--- src/rtl/nibble_serial_addsub_pkg.sv ---
// Shared types and constants for the nibble-serial add/subtract sequencer.
package nibble_serial_addsub_pkg;

  typedef enum logic [1:0] {
    IDLE = 2'd0,
    RUN  = 2'd1,
    DONE = 2'd2
  } state_e;

  localparam int unsigned NIBBLES_DEFAULT = 4;
  localparam int unsigned SLICE_W         = 4;

endpackage

--- src/rtl/nibble_serial_addsub_rca4.sv ---
// 4-bit ripple-carry adder slice, the only arithmetic path of the sequencer.
module nibble_serial_addsub_rca4
  import nibble_serial_addsub_pkg::*;
(
  input  logic [SLICE_W-1:0] a,
  input  logic [SLICE_W-1:0] b,
  input  logic               cin,
  output logic [SLICE_W-1:0] sum,
  output logic               cout
);

  logic c;

  always_comb begin
    sum = '0;
    c   = cin;
    for (int unsigned i = 0; i < SLICE_W; i++) begin
      sum[i] = a[i] ^ b[i] ^ c;
      c      = (a[i] & b[i]) | (c & (a[i] ^ b[i]));
    end
    cout = c;
  end

endmodule

--- src/rtl/nibble_serial_addsub.sv ---
// W-bit add/subtract computed one nibble per clock through a single RCA4 slice.
module nibble_serial_addsub
  import nibble_serial_addsub_pkg::*;
#(
  parameter int unsigned NIBBLES = NIBBLES_DEFAULT
) (
  input  logic                         clk,
  input  logic                         rst_n,
  input  logic                         start,
  input  logic                         sub,
  input  logic [SLICE_W*NIBBLES-1:0]   A,
  input  logic [SLICE_W*NIBBLES-1:0]   B,
  output logic                         ready,
  output logic                         done,
  output logic [SLICE_W*NIBBLES-1:0]   S,
  output logic                         Cout,
  output logic                         Ovfl
);

  localparam int unsigned W     = SLICE_W * NIBBLES;
  localparam int unsigned CNT_W = $clog2(NIBBLES);
  localparam logic [CNT_W-1:0] CNT_LAST = CNT_W'(NIBBLES - 1);

  state_e           state_q, state_d;
  logic [W-1:0]     a_q, a_d, b_q, b_d, res_q, res_d, s_q, s_d;
  logic [CNT_W-1:0] cnt_q, cnt_d;
  logic             carry_q, carry_d, cout_q, cout_d, ovfl_q, ovfl_d;
  logic             a_msb_q, a_msb_d, b_msb_q, b_msb_d;

  logic [SLICE_W-1:0] slice_sum;
  logic               slice_cout;

  nibble_serial_addsub_rca4 u_slice (
    .a    (a_q[SLICE_W-1:0]),
    .b    (b_q[SLICE_W-1:0]),
    .cin  (carry_q),
    .sum  (slice_sum),
    .cout (slice_cout)
  );

  always_comb begin
    state_d = state_q;
    a_d     = a_q;
    b_d     = b_q;
    res_d   = res_q;
    cnt_d   = cnt_q;
    carry_d = carry_q;
    a_msb_d = a_msb_q;
    b_msb_d = b_msb_q;
    s_d     = s_q;
    cout_d  = cout_q;
    ovfl_d  = ovfl_q;

    case (state_q)
      IDLE, DONE: begin
        state_d = IDLE;
        if (start) begin
          // Subtraction is A + ~B + 1: invert B here and seed the carry with sub.
          a_d     = A;
          b_d     = B ^ {W{sub}};
          carry_d = sub;
          cnt_d   = '0;
          a_msb_d = A[W-1];
          b_msb_d = B[W-1] ^ sub;
          state_d = RUN;
        end
      end
      RUN: begin
        a_d     = a_q >> SLICE_W;
        b_d     = b_q >> SLICE_W;
        res_d   = {slice_sum, {(W-SLICE_W){1'b0}}} | (res_q >> SLICE_W);
        carry_d = slice_cout;
        cnt_d   = cnt_q + CNT_W'(1);
        if (cnt_q == CNT_LAST) begin
          state_d = DONE;
          s_d     = res_d;
          cout_d  = slice_cout;
          ovfl_d  = (a_msb_q ~^ b_msb_q) & (res_d[W-1] ^ a_msb_q);
        end
      end
      default: state_d = IDLE;
    endcase
  end

  always_ff @(posedge clk or negedge rst_n) begin
    if (!rst_n) begin
      state_q <= IDLE;
      a_q     <= '0;
      b_q     <= '0;
      res_q   <= '0;
      cnt_q   <= '0;
      carry_q <= 1'b0;
      a_msb_q <= 1'b0;
      b_msb_q <= 1'b0;
      s_q     <= '0;
      cout_q  <= 1'b0;
      ovfl_q  <= 1'b0;
    end else begin
      state_q <= state_d;
      a_q     <= a_d;
      b_q     <= b_d;
      res_q   <= res_d;
      cnt_q   <= cnt_d;
      carry_q <= carry_d;
      a_msb_q <= a_msb_d;
      b_msb_q <= b_msb_d;
      s_q     <= s_d;
      cout_q  <= cout_d;
      ovfl_q  <= ovfl_d;
    end
  end

  assign ready = (state_q != RUN);
  assign done  = (state_q == DONE);
  assign S     = s_q;
  assign Cout  = cout_q;
  assign Ovfl  = ovfl_q;

endmodule

--- config.mk ---
export PLATFORM = sky130hd
export DESIGN_NAME = nibble_serial_addsub
export DESIGN_NICKNAME = d
export VERILOG_FILES = /design/src/rtl/nibble_serial_addsub_pkg.sv /design/src/rtl/nibble_serial_addsub_rca4.sv /design/src/rtl/nibble_serial_addsub.sv
export SDC_FILE = /design/constraint.sdc
export NUM_CORES = 1
export LEC_CHECK = 0
export BUFFER_PORTS_ARGS = -buffer_cell sky130_fd_sc_hd__buf_4
export CAP_MARGIN = 20
export CORE_ASPECT_RATIO = 0.75
export CORE_UTILIZATION = 45
export DETAILED_ROUTE_END_ITERATION = 16
export PLACE_DENSITY = 0.8
export REMOVE_ABC_BUFFERS = 1
export SETUP_SLACK_MARGIN = 0.4
export SKIP_LAST_GASP = 1
export SYNTH_ARGS = -nofsm -noshare
export SYNTH_HDL_FRONTEND = slang
export SYNTH_SLANG_ARGS = --single-unit
--- constraint.sdc ---
create_clock -name clk -period 2.72 [get_ports clk]
set_clock_uncertainty 0.15 [all_clocks]
set_input_delay 0.816 -clock clk [delete_from_list [all_inputs] [get_ports clk]]
set_output_delay 0.816 -clock clk [all_outputs]
set_load 0.005 [all_outputs]
# Word-level counts from Yosys, hierarchy flattened
# Cells that the tools add are included.
# Widths: inputs -> output; s select.
# word_totals
regBits	73
input_bits	36
output_inout_bits	20
elab_cells	61
# op_classes
add_sub_neg	1
n_eq_ne	6
muxes	11
bitwise	26
reduce_logical	6
# op_table
op	n
$pmux 16 s2	2
$mux 16	2
$or 16x12->16	1
$xor 16x16->16	1
$xor 1x1->1	10
$and 1x1->1	9
$pmux 2 s2	2
$reduce_and 2->1	3
$eq 2x2->1 const B	2
$mux 2	2
$ne 2x2->1 const B	2
$or 1x1->1	4
$add 2x1->2 const B	1
$eq 2x1->1 const B	1
$logic_not 2->1	1
$mux 1	2
$ne 2x1->1 const B	1
$pmux 1 s2	1
$reduce_bool 2->1	1
$reduce_or 2->1	1
$xnor 1x1->1	1

# Longest topological paths before layout
# logic_depth
depth_word	11
depth_mapped	9
depth_no_buf	9

# Hierarchy
# A second synthesis with hierarchy kept.
# unflattened
cells_unflattened	266
area_unflattened_um2	3014.1
# modules_own_cells
module	n_inst	cells_per_inst	area_per_inst_um2	seq_area_each_um2
nibble_serial_addsub	1	252	2896.5	1726.7
nibble_serial_addsub_rca4	1	14	117.6	0.0

# Worst setup path after synthesis
# No wires, ideal clock.
# synth_timing
path_kind	register to register
startpoint	reg a_q[0]
endpoint	reg ovfl_q, in the netlist Ovfl
t_arrival_ns	2.397
slack_ns	0.091
stages_incl_launch_ff	10
synth_period_minus_slack_ns	2.629
cell_sequence	dfrtp_1 > fa_1 > inv_1 > fa_1 > inv_1 > fa_1 > inv_1 > fa_1 > or3_1 > a31oi_1
# synth_via
elab_chain_len	11
word_cells_on_any_way	12
classes_between	12 x bitwise
# synth_rtl
element	line	source
start, declared	nibble_serial_addsub.sv:25	logic [W-1:0] a_q, a_d, b_q, b_d, res_q, res_d, s_q, s_d;
start signal, assigned	nibble_serial_addsub.sv:88	a_q <= '0;
start signal, assigned	nibble_serial_addsub.sv:100	a_q <= a_d;
$xor 1x1->1	nibble_serial_addsub_rca4.sv:19	c = (a[i] & b[i]) | (c & (a[i] ^ b[i]));
$and 1x1->1	nibble_serial_addsub_rca4.sv:19	
$or 1x1->1 (*)	nibble_serial_addsub_rca4.sv:19	
$and 1x1->1 (*)	nibble_serial_addsub_rca4.sv:19	
$or 1x1->1 (*)	nibble_serial_addsub_rca4.sv:19	
$and 1x1->1 (*)	nibble_serial_addsub_rca4.sv:19	
$or 1x1->1 (*)	nibble_serial_addsub_rca4.sv:19	
$xor 1x1->1 (*)	nibble_serial_addsub_rca4.sv:18	sum[i] = a[i] ^ b[i] ^ c;
$or 16x12->16 (*)	nibble_serial_addsub.sv:71	res_d = {slice_sum, {(W-SLICE_W){1'b0}}} | (res_q >> SLICE_W);
$xor 1x1->1 (*)	nibble_serial_addsub.sv:78	ovfl_d = (a_msb_q ~^ b_msb_q) & (res_d[W-1] ^ a_msb_q);
$and 1x1->1 (*)	nibble_serial_addsub.sv:78	
end signal, assigned	nibble_serial_addsub.sv:109	ovfl_q <= ovfl_d;
end, declared	nibble_serial_addsub.sv:27	logic carry_q, carry_d, cout_q, cout_d, ovfl_q, ovfl_d;
# Every way passes the cells marked *; elsewhere a longest branch is shown, timed or not.
# A chain may end at the register's enable or synchronous reset.

# Final worst setup path
# Same ends and word-level chain as after synthesis.

==> results.py <==
metrics = {
    "clock_tree": {
        "path_clk_slew_ns": 0.07,
        "h-tree-depth": 3,
        "cts_tree": "built",
        "clockBufferDepth": 2,
        "root_buffer": "clkbuf_8",
        "worstSkewPairLatency_ns": 0.33,
        "holdBufCountCts": 0,
        "cts.sinks": 69,
        "cts_buffers": 9,
    },
    "floorplanning": {
        "start_util_pct": 47.2,
        "dieArea_mm2": 0.00699,
        "core_mm2": 0.00635,
        "fp.dieW_um": 96.2,
        "ios": 56,
        "rows": 25,
        "die_h_um": 72.7,
    },
    "route": {
        "drt_iter0_markers": 165,
        "vias": 2123,
        "dr.pass1.iters": 4,
        "route.detailed.drc": 0,
        "routed_via_density": 5.24,
        "ant_nets": 0,
        "drt_wl_total_um": 6060,
        "wl_per_cell_um": 15.0,
    },
    "logic_synthesis": {
        "synth.area.top_cells": "dfrtp_1, nand2_1, mux2_2, a221o_1, xnor2_1",
        "seq_area_frac_synth_pct": 57.6,
        "yosys_warnings": 0,
        "ys_seq_elements": 69,
        "netlist_instances": 261,
        "syn-cell-area_mm2": 0.00300,
        "synth.distinct_cells": 28,
        "synth.top_cell.area_share_pct": 57.6,
        "syn_area_per_cell_um2": 11.5,
        "synth_largest_area_cell": "dfrtp_1",
    },
    "timing": {
        "relSlewSlack_pct": 45.5,
        "period_share_pct": 94.5,
        "fmax_mhz": 389,
        "finalSetupTns_ns": 0,
        "drv_slew": 0,
        "rsz0062_at_grt": "true",
        "fin_crit_ns": 2.57,
        "setup_viol": 0,
        "worst_slew_pin_slew_ns": 0.818,
        "final_hold_viol_count": 0,
        "hold_ws_ns": 0.321,
    },
    "finish": {
        "mostFrequentLayoutCells": "dfrtp_1, buf_4, nand2_1",
        "mostFrequentLayoutCell": "dfrtp_1",
        "layout-drive-gt1-share_pct": 31.2,
        "final_nets": 360,
        "antenna_cells": 0,
        "area_growth_pct": 22.0,
    },
    "pwr": {
        "p_per_area_mw_per_mm2": 1170,
        "total_power_uw": 4270,
        "irDropWorstVdd_mv": 0.446,
        "p_leak_uw": 0.00180,
    },
    "global_routing": {
        "antenna_found_initial": 0,
        "overflow": 0,
        "gr-usage-all-layers_pct": 19.1,
        "grt_max_degree": 70,
        "grt_pass1_vias": 1948,
        "grt_pass1_wl_um": 9830,
    },
    "critical_path": {
        "r2r-end": "Ovfl$_DFFE_PN0P_",
        "critical-path-top-delay-family": "adder cells",
        "end_kind": "flop",
        "reg2reg_slack_ns": 0.15,
        "path_cells": "fa_2, inv_2, fa_1, inv_1, fa_2, inv_2, fa_1, or3_1, a31oi_1",
        "cp_slowest_cell": "fa_1",
        "cp_slowest_stage_delay_ns": 0.42,
        "critical_path_class": "reg -> reg",
        "crit_buf_inv": 3,
        "arrival_ns": 2.68,
        "worstRegToRegCells": 9,
        "crit_fanout": 2,
        "start_kind": "flop",
        "r2r_start": "a_q[0]$_DFFE_PN0P_",
        "cp.required_ns": 2.83,
    },
    "place": {
        "io_buffers": 55,
        "gp_congestion": 0.760,
        "hpwlAfterDp_um": 3630,
    },
    "worst_hold_path": {
        "holdCritPathClass": "in -> async",
    },
    "status": {
        "outcome": "finished clean",
    },
    "run": {
        "cap_violations": 0,
    },
}
-- metrics by stage --
step	instances	utilization [%]	instance area, µm²	setup WS [ns]
2_1_floorplan	242	-	2860	0.0652
3_3_place_gp	385	54.2	3440	0.0802
3_5_place_dp	385	54.2	3440	0.0296
4_1_cts	403	57.3	3640	0.174
5_1_grt	405	57.6	3650	0.0801
6_report	405	57.6	3650	0.149
-- worst register-to-register path, cell delays in order (launching register included) --
cell and delay (ns):
dfrtp_1 0.41, fa_2 0.41, inv_2 0.06, fa_1 0.15, inv_1 0.05, fa_2 0.33
inv_2 0.06, fa_1 0.42, or3_1 0.31, a31oi_1 0.14
-- power by group --
part           total (µW)  internal (µW)  switching, µW
sequential           1790           1500            288
combinational        1750            860            891
clock                 730            376            355
total                4270           2740           1530
-- logic make-up (layout without fill, tap and decap cells) --
| family | Yosys count | after routing | share of synthesized area, % |
|---|---|---|---|
| xor+xnor | 16 | 16 | 4.68 |
| flops | 69 | 69 | 57.6 |
| simple gates | 87 | 89 | 12.3 |
| mux | 14 | 14 | 5.26 |
| buf+inv | 28 | 89 | 5.64 |
| fa+ha+maj | 5 | 5 | 3.09 |
| compound gates | 42 | 42 | 11.4 |
-- repair_timing --
action                     4_1_cts  5_1_grt
setup endpoints to repair        4        5
setup buffers                    0        2
resized for setup                5        0
gates cloned                     2        0
pin swaps                        4        1
-- worst max path at each step --
stage	cells after the start	from	slack (ns)	to
4_1_cts	9	carry_q$_DFFE_PN0P_	0.17	Ovfl$_DFFE_PN0P_
6_report	9	a_q[0]$_DFFE_PN0P_	0.15	Ovfl$_DFFE_PN0P_
3_5_place_dp	9	a_q[0]$_DFFE_PN0P_	0.03	Ovfl$_DFFE_PN0P_
5_1_grt	9	a_q[0]$_DFFE_PN0P_	0.08	Ovfl$_DFFE_PN0P_
3_3_place_gp	9	a_q[0]$_DFFE_PN0P_	0.08	Ovfl$_DFFE_PN0P_
2_1_floorplan	3	start	0.07	carry_q$_DFFE_PN0P_
-- layer usage --
metal  GRT usage [%]  vias to the layer above  wire [µm]
met5               0                        -          0
li1                -                     1014          -
met2            27.8                       72       2660
met4            3.98                        0         24
met1            27.4                     1031       2930
met3            7.29                        6        446
-- synth_stat cells --
cell type,n
nor2_2,1
xor2_1,4
nand3_1,13
a221o_1,15
o21ai_0,7
ha_1,1
nor2_1,13
xnor2_1,12
or3_1,1
fa_1,4
nor2b_1,2
inv_2,1
inv_1,8
a21oi_1,1
nor3_1,2
nand2_1,52
nand2b_1,1
nand3b_1,1
buf_2,9
a31oi_1,1
a22o_1,8
dfrtp_1,69
buf_6,5
and2b_4,1
mux2_2,14
a22oi_1,10
clkbuf_1,1
buf_4,4
-- state kept, by name (all words and copies together), names as in the netlist --
name / count
b_q: 16
a_q: 16
Cout: 1
a_msb_q: 1
state_q: 2
carry_q: 1
res_q: 12
b_msb_q: 1
Ovfl: 1
S: 16
cnt_q: 2
-- cell type report --
class,count,area (µm²)
clock buffers,12,155
clock inverters,4,22.5
fillers,540,2700
inverters,9,33.8
multi-input cells,166,1120
flip-flops and latches,69,1730
well taps,81,101
repair buffers,64,493
Power figures use the tool's default switching activity.
